## config.mk

```make
export PLATFORM = sky130hd
export DESIGN_NAME = mcp3008_cds_sampler
export DESIGN_NICKNAME = d
export VERILOG_FILES = /design/src/rtl/mcp3008_cds_sampler.sv
export SDC_FILE = /design/constraint.sdc
export NUM_CORES = 1
export LEC_CHECK = 0
export BUFFER_PORTS_ARGS = -buffer_cell sky130_fd_sc_hd__buf_4
export CAP_MARGIN = 20
export CORE_AREA = 2 2 131 133
export CTS_CLUSTER_DIAMETER = 100
export DETAILED_ROUTE_END_ITERATION = 10
export DIE_AREA = 0 0 133 135
export HOLD_SLACK_MARGIN = 0.12
export PLACE_DENSITY = 0.74
export SLEW_MARGIN = 20
export SYNTH_ARGS = -nofsm -noshare
export SYNTH_HDL_FRONTEND = slang
export SYNTH_SLANG_ARGS = --single-unit
```

## constraint.sdc

```tcl
create_clock -name clk -period 2.95 [get_ports clk]
set_input_delay 0.59 -clock clk [delete_from_list [all_inputs] [get_ports clk]]
set_output_delay 0.59 -clock clk [all_outputs]
set_load 0.005 [all_outputs]
```

## src/rtl/mcp3008_cds_sampler.sv

```systemverilog
// Correlated-double-sampling front end: reset/video conversion pair per pixel,
// clamped difference pushed into a small FIFO. Optional watchdog: CDS_WATCHDOG_EN.
module mcp3008_cds_sampler #(
    parameter int DEPTH       = 16,
    parameter int SYNC_STAGES = 2,
    parameter int TIMEOUT     = 4096
) (
    input  logic       clk,
    input  logic       rst,
    input  logic       pix_req,
    input  logic       vid_req,
    output logic       adc_sample,
    input  logic       adc_busy,
    input  logic [9:0] adc_data,
    input  logic       rd_en,
    output logic [9:0] rd_data,
    output logic       rd_valid,
    output logic       empty,
    output logic       full,
    output logic       overflow,
    output logic       seq_err,
    output logic       tmo_err,
    input  logic       clr_err
);
    localparam int PW = $clog2(DEPTH);
    localparam int CW = PW + 1;

    typedef enum logic [2:0] {
        IDLE, RST_REQ, RST_CONV, VID_WAIT, VID_REQ, VID_CONV, WRITE
    } state_e;

    state_e                 state_q, state_d;
    logic [SYNC_STAGES-1:0] sync_q;
    logic                   busy_prev_q;
    logic                   busy_s, busy_rise, busy_fall;
    logic                   cap_rst, cap_vid, push;
    logic [9:0]             rst_lvl_q, vid_lvl_q;
    logic signed [10:0]     diff;
    logic [9:0]             pix;
    logic [9:0]             mem_q [DEPTH];
    logic [PW-1:0]          wr_ptr_q, rd_ptr_q;
    logic [CW-1:0]          count_q, count_d;
    logic                   push_ok, push_drop, pop, seq_ev;
    logic [9:0]             rd_data_q;
    logic                   rd_valid_q, overflow_q, seq_err_q;

    assign busy_s    = sync_q[SYNC_STAGES-1];
    assign busy_rise = busy_s & ~busy_prev_q;
    assign busy_fall = ~busy_s & busy_prev_q;

`ifdef CDS_WATCHDOG_EN
    logic [12:0] wd_cnt_q, wd_cnt_d;
    logic        wd_active, wd_expire, tmo_err_q;

    assign wd_active = (state_q == RST_REQ) || (state_q == RST_CONV) ||
                       (state_q == VID_REQ) || (state_q == VID_CONV);
    assign wd_expire = wd_active && (wd_cnt_q == 13'(TIMEOUT - 1));
    assign wd_cnt_d  = (state_d != state_q || !wd_active) ? 13'd0 : wd_cnt_q + 13'd1;
    assign tmo_err   = tmo_err_q;
`else
    logic unused_timeout;
    assign unused_timeout = ^13'(TIMEOUT - 1);
    assign tmo_err        = 1'b0;
`endif

    // NOTE: every output of this block is given a default first so no latch is inferred.
    always_comb begin
        state_d    = state_q;
        adc_sample = 1'b0;
        cap_rst    = 1'b0;
        cap_vid    = 1'b0;
        push       = 1'b0;
        case (state_q)
            IDLE:     if (pix_req) state_d = RST_REQ;
            RST_REQ: begin
                adc_sample = 1'b1;
                if (busy_rise) state_d = RST_CONV;
            end
            RST_CONV: if (busy_fall) begin
                cap_rst = 1'b1;
                state_d = VID_WAIT;
            end
            VID_WAIT: if (vid_req) state_d = VID_REQ;
            VID_REQ: begin
                adc_sample = 1'b1;
                if (busy_rise) state_d = VID_CONV;
            end
            VID_CONV: if (busy_fall) begin
                cap_vid = 1'b1;
                state_d = WRITE;
            end
            WRITE: begin
                push    = 1'b1;
                state_d = IDLE;
            end
            default:  state_d = IDLE;
        endcase
`ifdef CDS_WATCHDOG_EN
        if (wd_expire) begin
            state_d    = IDLE;
            adc_sample = 1'b0;
            cap_rst    = 1'b0;
            cap_vid    = 1'b0;
        end
`endif
    end

    // Negative differences clamp to zero; the positive range already fits 10 bits.
    assign diff = $signed({1'b0, rst_lvl_q}) - $signed({1'b0, vid_lvl_q});
    assign pix  = diff[10] ? 10'd0 : diff[9:0];

    assign empty     = (count_q == '0);
    assign full      = (count_q == CW'(DEPTH));
    assign pop       = rd_en && !empty;
    assign push_ok   = push && (!full || rd_en);
    assign push_drop = push && full && !rd_en;
    assign seq_ev    = (pix_req && state_q != IDLE) || (vid_req && state_q != VID_WAIT);

    always_comb begin
        count_d = count_q;
        if (push_ok && !pop)      count_d = count_q + CW'(1);
        else if (!push_ok && pop) count_d = count_q - CW'(1);
    end

    always_ff @(posedge clk) begin
        if (rst) begin
            state_q     <= IDLE;
            sync_q      <= '0;
            busy_prev_q <= 1'b0;
            rst_lvl_q   <= '0;
            vid_lvl_q   <= '0;
            wr_ptr_q    <= '0;
            rd_ptr_q    <= '0;
            count_q     <= '0;
            rd_data_q   <= '0;
            rd_valid_q  <= 1'b0;
            overflow_q  <= 1'b0;
            seq_err_q   <= 1'b0;
        end else begin
            state_q     <= state_d;
            sync_q      <= {sync_q[SYNC_STAGES-2:0], adc_busy};
            busy_prev_q <= busy_s;
            if (cap_rst) rst_lvl_q <= adc_data;
            if (cap_vid) vid_lvl_q <= adc_data;
            if (push_ok) wr_ptr_q <= wr_ptr_q + PW'(1);
            if (pop) begin
                rd_ptr_q  <= rd_ptr_q + PW'(1);
                rd_data_q <= mem_q[rd_ptr_q];
            end
            count_q    <= count_d;
            rd_valid_q <= pop;
            if (push_drop)    overflow_q <= 1'b1;
            else if (clr_err) overflow_q <= 1'b0;
            if (seq_ev)       seq_err_q  <= 1'b1;
            else if (clr_err) seq_err_q  <= 1'b0;
        end
    end

    // NOTE: storage array carries no reset; pointers and count define what is valid.
    always_ff @(posedge clk) begin
        if (!rst && push_ok) mem_q[wr_ptr_q] <= pix;
    end

`ifdef CDS_WATCHDOG_EN
    always_ff @(posedge clk) begin
        if (rst) begin
            wd_cnt_q  <= '0;
            tmo_err_q <= 1'b0;
        end else begin
            wd_cnt_q <= wd_cnt_d;
            if (wd_expire)    tmo_err_q <= 1'b1;
            else if (clr_err) tmo_err_q <= 1'b0;
        end
    end
`endif

    assign rd_data  = rd_data_q;
    assign rd_valid = rd_valid_q;
    assign overflow = overflow_q;
    assign seq_err  = seq_err_q;
endmodule

```

# Word-level counts from Yosys, hierarchy flattened
# Memory sizes are Yosys's and may differ from the RTL's. A register that Yosys moved wholly into a read port is not among the register bits.
# Index checks and enable logic that the tools add are counted.
word_totals:
  wordCells: 80
  in_bits: 17
  reg_bits: 42
  mem_count: 1
  out_inout_bits: 17
  ramBits: 160
classes:
  n_mux: 20
  n_addsub: 5
  n_reduce_logical: 25
  eq_ne: 14
  n_bitwise: 4
memory_table:
  columns: ["name", "words", "word_bits", "read_ports", "rd_clocked_by_memory_dff", "wr", "line", "rtl"]
  rows:
  - ["mem_q", 16, 10, 1, 1, 1, "40", "logic [9:0] mem_q [DEPTH];"]
op_table:
  columns: ["cell", "count"]
  rows:
  - ["two-way mux 3 bit", 6]
  - ["one-hot mux 3 bit (6 select lines)", 1]
  - ["inequality test 2 bit (second input constant)", 6]
  - ["subtractor 10 x 10 -> 11 bit", 1]
  - ["two-way mux 1 bit", 10]
  - ["two-way mux 10 bit", 1]
  - ["two-way mux 5 bit", 2]
  - ["equality test 3 bit (second input constant)", 3]
  - ["logical AND 1 bit", 9]
  - ["adder 4 x 1 -> 4 bit (second input constant)", 2]
  - ["equality test 3 x 2 -> 1 bit (second input constant)", 2]
  - ["logical NOT 1 bit", 6]
  - ["AND reduction 6 bit", 1]
  - ["nonzero test 2 bit", 3]
  - ["adder 5 x 1 -> 5 bit (second input constant)", 1]
  - ["equality test 5 bit (second input constant)", 1]
  - ["logical NOT 5 bit", 1]
  - ["subtractor 5 x 1 -> 5 bit (second input constant)", 1]
  - ["equality test 3 x 1 -> 1 bit (second input constant)", 1]
  - ["logical NOT 3 bit", 1]
  - ["inequality test 3 x 2 -> 1 bit (second input constant)", 1]
  - ["nonzero test 3 bit", 1]
  - ["bitwise AND 1 bit", 2]
  - ["logical OR 1 bit", 2]
  - ["other kinds (2)", 3]

# Depth between registers and ports, before layout
# Gate-level depths: netlist (run 1).
logic_depth:
  word_depth: 8
  mapped_depth: 12
  mapped_depth_nobuf: 11

# Worst setup path before layout (run 1)
# Ideal clock, no wire load.
synth_timing:
  path_kind: "reg2reg"
  from: "reg count_q[0]"
  to: "reg count_q[4]"
  t_required_ns: 2.879
  period_less_slack_ns: 2.867
  path_stages_with_launch: 13
  path_buffers: 1
  path_slack_ns: 0.083
  arrival_ns: 2.796
  setup_time_ns: 0.071
  cell_sequence: "dfxtp_1 or4_4 o21a_4 inv_6 buf_4 ha_1 inv_1 fa_1 a21o_1 a21oi_1 xnor2_1 or3_1 a21oi_1"
synth_between:
  elab_chain_cells: 7
  elab_cells_between_ends: 16
  cone_classes: "add/sub: 2; eq/ne: 1; mux: 2; reduce/logical: 11"
synth_rtl:
  columns: ["item", "line", "rtl"]
  rows:
  - ["start, declared", "42", "logic [CW-1:0] count_q, count_d;"]
  - ["start signal, assigned", "150", "count_q <= count_d;"]
  - ["parallel branches: the longest is 7 deep, another holds subtractor 5 x 1 -> 5 bit", null, null]
# Several ways; the timed one is not identified. The select of a mux whose other input is x is not followed.
# A chain may end at the register's enable or synchronous reset.

# Final worst setup path (run 1)
layout_timing:
  from: "reg count_q[1]"
  to: "reg count_q[4]"
# The elaborated chain is that of the path after synthesis.

==> results.json, run 1 <==
{
  "clock_sinks": 212,
  "synth-seq-cells": 212,
  "grt_util_all_layers_pct": 19.3,
  "seqPwrFrac_pct": 46.0,
  "numPortBuffers": 32,
  "grt_start_max_net_pins": 46,
  "fillers": 1178,
  "p_int_mw": 5.51,
  "dp.cells": 827,
  "place_area_um2": 9580,
  "dp_worst_setup_slack_ns": 0.122,
  "clockBufferDepth": 3,
  "vias": 4908,
  "clk_pin_slew_ns": 0.06,
  "area_delta_synth_final_pct": 15.7,
  "yosysMostFrequentCell": "edfxtp_1",
  "first_pass_iters": 5,
  "period_share_pct": 95.6,
  "synth_area_um2": 8920,
  "holdWs_ns": 0.340,
  "yosys.area.top_type": "edfxtp_1",
  "worstSetupPathType": "reg2reg",
  "synthTopCellsByCount": "160 x edfxtp_1, 65 x nor2_1, 52 x dfxtp_1, 44 x mux2i_1, 40 x mux4_2",
  "synthTopCellsByArea": "edfxtp_1 54%, dfxtp_1 12%, mux4_2 10%, mux2i_1 4.9%, nor2_1 2.7%",
  "p_clk_share_pct": 38.9,
  "cts_made_buffers": 22,
  "final_area_um2": 10300,
  "clock_latency_ns": 0.50,
  "max_slew_margin_pct": 33.7,
  "finalCriticalPeriod_ns": 2.82,
  "swShare_pct": 23.6,
  "overflow": 0,
  "dieHeight_um": 135,
  "gp_congestion": 0.750,
  "endpoint_kind": "register",
  "combPwrFrac_pct": 15.2,
  "finalNonFillerCells": 867,
  "hpwl_um": 10600,
  "worst-path-max-fanout": 5,
  "p_switching_mw": 1.70,
  "yosys.cell_types.count": 48,
  "path_cells": "or4_4 -> o21a_4 -> inv_6 -> ha_1 -> inv_1 -> fa_1 -> a21o_1 -> a21oi_2 -> xnor2_1 -> or3_1 -> a21oi_1",
  "drcViolationCount": 0,
  "outcome": "finished clean",
  "setup_viol": 0,
  "die_area_um2": 18000,
  "die_width_um": 133,
  "placementRows": 47,
  "layout.nets": 669,
  "grt_pass1_wl_um": 26800,
  "worst_pin_slew_ns": 0.992,
  "max_stage_delay_ns": 0.55,
  "io_pins": 34,
  "root_buffer": "clkbuf_16",
  "finClkSkew_ns": 0.0131,
  "cts_tree": "done",
  "num_antenna_cells": 0,
  "syn_inst": 567,
  "crit_arrival_ns": 3.24,
  "drt-initial-drc-count": 313,
  "synth_edf_count": 160,
  "ys_seq_area_share_pct": 65.5,
  "drv_cap": 0,
  "wl_um": 16800,
  "report.final.slew_viol_count": 0,
  "min_path_type": "in2reg",
  "p_leak_nw": 3.57,
  "start_util_pct": 54.4,
  "fp.coreArea_um2": 16400,
  "syn_area_per_cell_um2": 15.7,
  "synth-main-ff-cell": "edfxtp_1",
  "synth_nets": 605,
  "hold_viol": 0,
  "drive_above_1_share_pct": 24.9,
  "ctsHoldBuffers": 0,
  "powerDensity_nw_per_um2": 699,
  "fmax_mhz": 355,
  "avgRoutedWirePerCell_um": 19.4,
  "antenna_found_initial": 0,
  "r2r_slack_ns": 0.13,
  "crit_slowest_cell": "or4_4",
  "ant_nets": 0,
  "post-cts-setup-buffers": 0,
  "synth_top_area_share_pct": 53.8,
  "yosys_warnings": 0,
  "critPathLaunchType": "register",
  "worst_slack_ns": 0.130,
  "vias_per_cell": 5.66,
  "rsz0062_at_grt": "no",
  "grt_pass1_vias": 4992,
  "htreeDepth": 1,
  "critPathRequiredTime_ns": 3.37,
  "fin_tns_setup_ns": 0,
  "synthArstFlopShare_pct": 0,
  "irDropWorstVdd_mv": 0.420
}
state kept, by name, indices dropped and copies added (netlist names), 2 cells and up:
register,flops
rd_data,10
rd_ptr_q,4
rst_lvl_q,10
mem_q,160
wr_ptr_q,4
sync_q,2
vid_lvl_q,10
count_q,5
state_q,3
routing by layer:
layer  vias up  part of all wire, %  wire length [um]  global-route usage (%)
met1      2483                   43              7220                    25.6
li1       2297                    -                 -                       -
met4         0                  1.3               216                    4.72
met3        18                  4.6               766                    2.70
met5         -                    0                 0                       0
met2       110                   51              8580                    34.1
cells in the final DEF, fill, tap and decap left out, types with 2 or more instances in the layout:
master      Yosys  routed
o221ai_2       10      10
fa_1            2       2
ha_1           19      19
clkinv_4        0       2
clkinvlp_4      0       2
a21o_1          5       5
nand3_1         5       5
nand3b_1       13      13
mux2i_1        44      44
o21a_1          4       4
nand2_1        17      17
nor2b_1         8       8
buf_4           3      66
o22ai_1         2       2
inv_1          17      17
mux4_2         40      40
clkinv_1        0       4
clkbuf_1       13       2
o21ai_0        10      10
clkinv_2        0       3
bufinv_16       0       3
clkbuf_16       0      23
nor3_1          6       6
edfxtp_1      160     160
nor2_1         65      65
dfxtp_1        52      51
xnor2_1         8       8
nand2b_1        4       4
xor2_1          6       6
or3_1           4       4
nand4_1         3       3
a21oi_1        16      15
final cells by class:
type | instances | area (um^2) | share of cell area, %
Sequential cell | 212 | 5850 | 56.6
Multi-Input combinational cell | 310 | 2870 | 27.8
Clock buffer | 26 | 597 | 5.78
Timing Repair Buffer | 67 | 515 | 4.99
Tap cell | 220 | 275 | 2.67
Clock inverter | 14 | 153 | 1.48
Inverter | 18 | 72.6 | 0.703
what timing repair did:
action                                 CTS  global route
endpoints found under the hold margin    0             0
gates resized for setup                  0             1
setup endpoints to repair                0             1
power by group through the flow:
stage | Clock (mW) | Sequential [mW] | Combinational [mW]
4_1_cts | 2.86 | 3.32 | 1.09
2_1_floorplan | 0 | 3.38 | 0.779
3_3_place_gp | 0 | 3.38 | 1.07
6_report | 2.80 | 3.32 | 1.09
5_1_grt | 2.98 | 3.33 | 1.19
3_5_place_dp | 0 | 3.38 | 1.08
path summary, 6_finish.rpt:
| path | start | endpoint | depth (start not counted) |
|---|---|---|---|
| setup / recovery | count_q[1] | count_q[4] | 11 |
| hold reg to reg | sync_q[0] | sync_q[1] | 1 |
| setup reg to reg | count_q[1] | count_q[4] | 11 |
| hold / removal | adc_data[1] | vid_lvl_q[1] | 3 |
worst max-delay path: cells and delay by family, from the launching register on:
| kind | cells | cell delay (ns) |
|---|---|---|
| AND/OR/NAND/NOR | 2 | 0.86 |
| AO/OA/AOI/OAI | 4 | 0.72 |
| adder cells (fa/ha/maj) | 2 | 0.59 |
| flip-flops | 1 | 0.36 |
| buffers and inverters | 2 | 0.16 |
| XOR/XNOR | 1 | 0.08 |
logic make-up (layout without fill, tap and decap cells):
family,after synthesis,count (layout),synth area share (%)
AO/OA/AOI/OAI,57,57,5.23
XOR/XNOR,14,14,1.37
adder cells (fa/ha/maj),21,21,3.11
buffers and inverters,45,125,2.40
flip-flops,212,212,65.5
multiplexers,84,84,15.0
other,1,1,0.0420
AND/OR/NAND/NOR,133,133,7.32
metrics by stage:
step | total power, mW | utilization [%]
3_5_place_dp | 4.47 | 58.4
4_1_cts | 7.28 | 62.9
5_1_grt | 7.50 | 63.0
2_1_floorplan | 4.16 | -
3_3_place_gp | 4.44 | 58.4
6_report | 7.22 | 63.0
No activity file was read; power rests on OpenSTA's default activity.
==> inputs of run 2 (changes only) <==
Settings changed: ABC_AREA set to 1, CORE_AREA 2 2 131 133 to 2 2 137 139, DIE_AREA 0 0 133 135 to 0 0 139 141.
==> run 2 against run 1 <==
Non-clock buffer count is 11 lower; wire length is 27% higher; cell area is 6.4% higher; register-to-register slack better by 0.45 ns; count of clock-buffer cells in the layout is 6 higher; largest power group unchanged; highest routed layer unchanged.
==> results.json, run 2 <==
{
  "vias": 7034,
  "crit_start": "state_q[1]",
  "min_from": "adc_busy",
  "htreeDepth": 1,
  "irDropWorstVdd_mv": 0.504,
  "drcViolationCount": 0,
  "finClkSkew_ns": 0.0162,
  "crit_arrival_ns": 2.77,
  "finalCriticalPeriod_ns": 2.37,
  "synth_compound_area_share_pct": 3.70,
  "syn_area_per_cell_um2": 9.26,
  "clock_sinks": 212,
  "p_leak_nw": 4.90,
  "area_delta_synth_final_pct": 12.0,
  "antenna_found_initial": 0,
  "grt_pass1_vias": 6867,
  "ant_nets": 0,
  "path_buf_inv": 3,
  "mostFrequentLayoutCell": "nand2_1",
  "min_path_type": "in2reg",
  "root_buffer": "clkbuf_16",
  "synth-seq-cells": 212,
  "rsz0062_at_grt": "no",
  "largest_reg_flops": 160,
  "wl_um": 21300,
  "dieHeight_um": 141,
  "path_cells": "nand2_1 -> nor2_4 -> nand2_2 -> inv_4 -> ha_1 -> inv_1 -> ha_1 -> a21oi_1 -> nand2_1 -> xor2_1 -> o21ai_0 -> inv_1",
  "synth-main-ff-cell": "edfxtp_1",
  "synthMuxAreaShare_pct": 0,
  "layout.nets": 1132,
  "syn_inst": 1060,
  "max_stage_delay_ns": 0.53,
  "synthAdderAreaFrac_pct": 2.83,
  "synth_top_area_share_pct": 48.9,
  "r2r_slack_ns": 0.58,
  "hpwl_um": 13600,
  "r2r-start": "state_q[1]",
  "num_antenna_cells": 0,
  "final_cell_mix": "304 x nand2_1, 160 x edfxtp_1, 141 x inv_1, 131 x nand3_1, 83 x nor2_1",
  "synthTopCellsByCount": "304 x nand2_1, 160 x edfxtp_1, 141 x inv_1, 131 x nand3_1, 83 x nor2_1",
  "fin_tns_setup_ns": 0,
  "grt_util_all_layers_pct": 22.2,
  "drt-initial-drc-count": 591,
  "post-cts-setup-buffers": 0,
  "powerDensity_nw_per_um2": 764,
  "drv_cap": 0,
  "numPortBuffers": 32,
  "grt_pass1_wl_um": 34400,
  "overflow": 0,
  "cts_made_buffers": 22,
  "holdWs_ns": 0.298,
  "finish.utilization_pct": 60.2,
  "path_delay_family": "adder cells",
  "ys_seq_area_share_pct": 59.6,
  "first_pass_iters": 5,
  "ctsHoldBuffers": 0,
  "synth_top_family_by_area": "simple AND/OR/NAND/NOR gates",
  "synthArstFlopShare_pct": 0,
  "avgRoutedWirePerCell_um": 15.9,
  "yosys.cell_types.count": 38,
  "synthXorXnorAreaFrac_pct": 0.892,
  "cts_tree": "done",
  "start_util_pct": 53.7,
  "clock_latency_ns": 0.51,
  "fillers": 1495,
  "die_area_um2": 19600,
  "report.final.slew_viol_count": 0,
  "fp.coreArea_um2": 18300,
  "yosys_warnings": 0,
  "placementRows": 50,
  "vias_per_cell": 5.23,
  "critPathRequiredTime_ns": 3.35,
  "setup_viol": 0,
  "yosys.area.top_type": "edfxtp_1",
  "outcome": "finished clean",
  "hold_viol": 0,
  "synth_area_um2": 9820,
  "yosysMostFrequentCell": "nand2_1",
  "fmax_mhz": 422,
  "drive_above_1_share_pct": 11.0,
  "grt_start_max_net_pins": 83,
  "gp_congestion": 0.809,
  "worstSetupPathType": "reg2reg",
  "worst-path-max-fanout": 10,
  "synthTopCellsByArea": "edfxtp_1 49%, nand2_1 12%, dfxtp_1 11%, nand3_1 6.7%, inv_1 5.4%",
  "io_pins": 34,
  "die_width_um": 139,
  "clockBufferDepth": 3,
  "endpoint_kind": "register",
  "worst_pin_slew_ns": 0.801,
  "synth_nets": 1098,
  "crit_slowest_cell": "dfxtp_1",
  "regMostFlops": "mem_q",
  "clk_pin_slew_ns": 0.06,
  "synth_edf_count": 160,
  "synthSimpleGateAreaFrac_pct": 24.2,
  "cts_resized": 0,
  "period_share_pct": 80.2,
  "critPathLaunchType": "register",
  "max_slew_margin_pct": 46.5
}
## run 2: final timing paths
check             cells past startpoint          to
hold / removal                        3   sync_q[0]
setup / recovery                     12  count_q[3]
setup reg to reg                     12  count_q[3]
hold reg to reg                       2   sync_q[1]
## run 2: final cells by class
class / count / area, um^2 / share of cell area, %
timing repair buffer: 56 / 433 / 3.94
clock inverter: 8 / 83.8 / 0.763
clock buffer: 32 / 651 / 5.92
tap: 234 / 293 / 2.66
multi-input combinational: 651 / 3110 / 28.3
inverter: 151 / 577 / 5.25
sequential: 212 / 5850 / 53.2
## run 2: cell families after synthesis
family          Yosys count
compound gates           70
xor+xnor                 10
fa+ha+maj                21
buf+inv                 197
flops                   212
other cells               1
simple gates            549
## run 2: metrics by stage
stage | area, um^2 | setup slack, ns | std cells | total power [mW]
2_1_floorplan | 9820 | 0.811 | 1060 | 5.13
3_3_place_gp | 10300 | 0.600 | 1304 | 5.63
3_5_place_dp | 10300 | 0.560 | 1304 | 5.67
4_1_cts | 11000 | 0.581 | 1344 | 8.44
5_1_grt | 11000 | 0.413 | 1344 | 8.85
6_report | 11000 | 0.583 | 1344 | 8.40
## run 2: worst register-to-register path: stages (launching register included)
cell and delay, ns:
dfxtp_1 0.53, nand2_1 0.15, nor2_4 0.14, nand2_2 0.13, inv_4 0.12, ha_1 0.19
inv_1 0.10, ha_1 0.35, a21oi_1 0.16, nand2_1 0.08, xor2_1 0.14, o21ai_0 0.13
inv_1 0.05
## run 2: routing by layer
metal / vias to the layer above / share of wire, % / GRT usage [%] / routed length (um)
li1: 3479 / - / - / -
met1: 3253 / 39 / 27.2 / 8250
met2: 236 / 50 / 38.9 / 10700
met3: 66 / 6.3 / 2.79 / 1350
met4: 0 / 4.8 / 11.0 / 1020
met5: - / 0 / 0 / 0
## run 2: report_power, final
group,switching [mW],internal [mW],total [mW]
logic,1.41,0.695,2.10
clock network,1.08,1.70,2.78
registers,0.146,3.37,3.52
==> inputs of run 3 (changes only) <==
Clock period 2.95 ns to 2 ns, I/O delays scaled along.
==> run 3 against run 2 <==
The run now ends with setup timing left; combinational power is 84% higher; first-iteration DRC count increased by 6.6%; wire length rose by 8.6%; critical path depth down 2.
==> results.json, run 3 (synthesis results as in run 2) <==
{
  "outcome": "finished with violations",
  "violations": "setup timing",
  "cts_made_buffers": 23,
  "p_leak_nw": 5.33,
  "holdWs_ns": 0.129,
  "max_slew_margin_pct": 42.6,
  "irDropWorstVdd_mv": 1.16,
  "worstSetupPathType": "reg2reg",
  "clk_pin_slew_ns": 0.06,
  "grt_util_all_layers_pct": 23.1,
  "worst-path-max-fanout": 8,
  "vias_per_cell": 5.23,
  "overflow": 0,
  "clock_sinks": 212,
  "wl_um": 23200,
  "min_path_type": "in2reg",
  "hpwl_um": 13300,
  "drv_cap": 0,
  "rsz0062_at_grt": "yes",
  "hold_viol": 0,
  "finClkSkew_ns": 0.0150,
  "crit_arrival_ns": 2.26,
  "ant_nets": 0,
  "first_pass_iters": 5,
  "fmax_mhz": 492,
  "layout.nets": 1213,
  "area_delta_synth_final_pct": 23.8,
  "endpoint_kind": "register",
  "final_cell_mix": "299 x nand2_1, 160 x edfxtp_1, 131 x inv_1, 127 x nand3_1, 112 x buf_4",
  "period_share_pct": 102,
  "vias": 7460,
  "start_util_pct": 53.7,
  "die_width_um": 139,
  "dp_worst_setup_slack_ns": -0.474,
  "final_area_um2": 12200,
  "worst_slack_ns": -0.0320,
  "die_area_um2": 19600,
  "setup_viol": 16,
  "cts_tree": "done",
  "antenna_found_initial": 0,
  "clockBufferDepth": 3,
  "num_antenna_cells": 0,
  "numPortBuffers": 32,
  "powerDensity_nw_per_um2": 1100,
  "avgRoutedWirePerCell_um": 16.3,
  "gp_congestion": 0.871,
  "drive_above_1_share_pct": 21.1,
  "htreeDepth": 1,
  "regMostFlops": "mem_q",
  "design_power_total_mw": 13.4,
  "placementRows": 50,
  "largest_reg_flops": 160,
  "drcViolationCount": 0,
  "worst_pin_slew_ns": 0.860,
  "fp.coreArea_um2": 18300,
  "dieHeight_um": 141,
  "drt-initial-drc-count": 630,
  "report.final.slew_viol_count": 0,
  "critPathRequiredTime_ns": 2.22,
  "grt_pass1_wl_um": 35900,
  "critPathLaunchType": "register",
  "io_pins": 34,
  "mostFrequentLayoutCell": "nand2_1",
  "clock_latency_ns": 0.52,
  "grt_start_max_net_pins": 55,
  "root_buffer": "clkbuf_16",
  "place_area_um2": 10700,
  "finalCriticalPeriod_ns": 2.03,
  "grt_pass1_vias": 7223
}
[run 3: cell count changes in the layout (fill, tap and decap cells not counted), moves of 7 or more]
cell,previous run,this run
inv_1,141,131
buf_4,55,112
ha_1,19,9
a21oi_1,30,23
buf_12,1,11
dlygate4sd3_1,0,7
ha_4,0,10
clkinvlp_4,0,8
[run 3: final timing paths]
| kind | start | to | slack [ns] | cells past startpoint |
|---|---|---|---|---|
| max | rst_lvl_q[0] | mem_q[1][4] | -0.03 | 10 |
| min | adc_data[1] | rst_lvl_q[1] | 0.13 | 3 |
| max reg2reg | rst_lvl_q[0] | mem_q[1][4] | -0.03 | 10 |
| min reg2reg | sync_q[0] | sync_q[1] | 0.41 | 2 |
[run 3: worst max-delay path, cell delays in order (launching register included)]
cell	delay, ns
dfxtp_2	0.31
inv_2	0.07
ha_4	0.15
inv_2	0.05
fa_2	0.36
buf_6	0.14
nand3_4	0.06
nand2_4	0.06
or2_4	0.25
nand3_4	0.11
clkinvlp_4	0.18
[run 3: repair_timing]
action                                  CTS  global route
gates resized for setup                  47            29
hold buffers                              7             0
buffers inserted                         11            12
endpoints found under the hold margin     7             0
pin swaps                                23            27
gates cloned                              2             0
endpoints found under the setup margin  146           163
[run 3: final cells by class]
type | count | area [um^2]
Sequential cell | 212 | 5860
Tap cell | 234 | 293
Multi-Input combinational cell | 651 | 3420
Timing Repair Buffer | 134 | 1180
Timing Repair inverter | 2 | 15.0
Clock inverter | 12 | 179
Inverter | 151 | 601
Fill cell | 1326 | 6120
Clock buffer | 30 | 612
[run 3: per-stage QoR]
step                      TNS [ns]  util, %  instances
after floorplan            -0.0528        -       1060
after global placement      -35.81     58.5       1356
after detailed placement    -41.23     58.5       1356
after CTS                  -0.0406     65.0       1418
after global routing         -4.56     66.5       1426
final                       -0.430     66.5       1426
[run 3: report_power, final]
part,internal (mW),switching [mW]
combinational,1.47,2.39
sequential,4.98,0.124
clock,2.69,1.69
total,9.14,4.21
[run 3: per-layer routing]
metal	global-route usage (%)	up-vias	share of wire, %
met2	38.7	289	49
met3	3.46	66	6.8
met1	29.9	3456	40
li1	-	3649	-
met5	0	-	0
met4	10.5	0	4.1
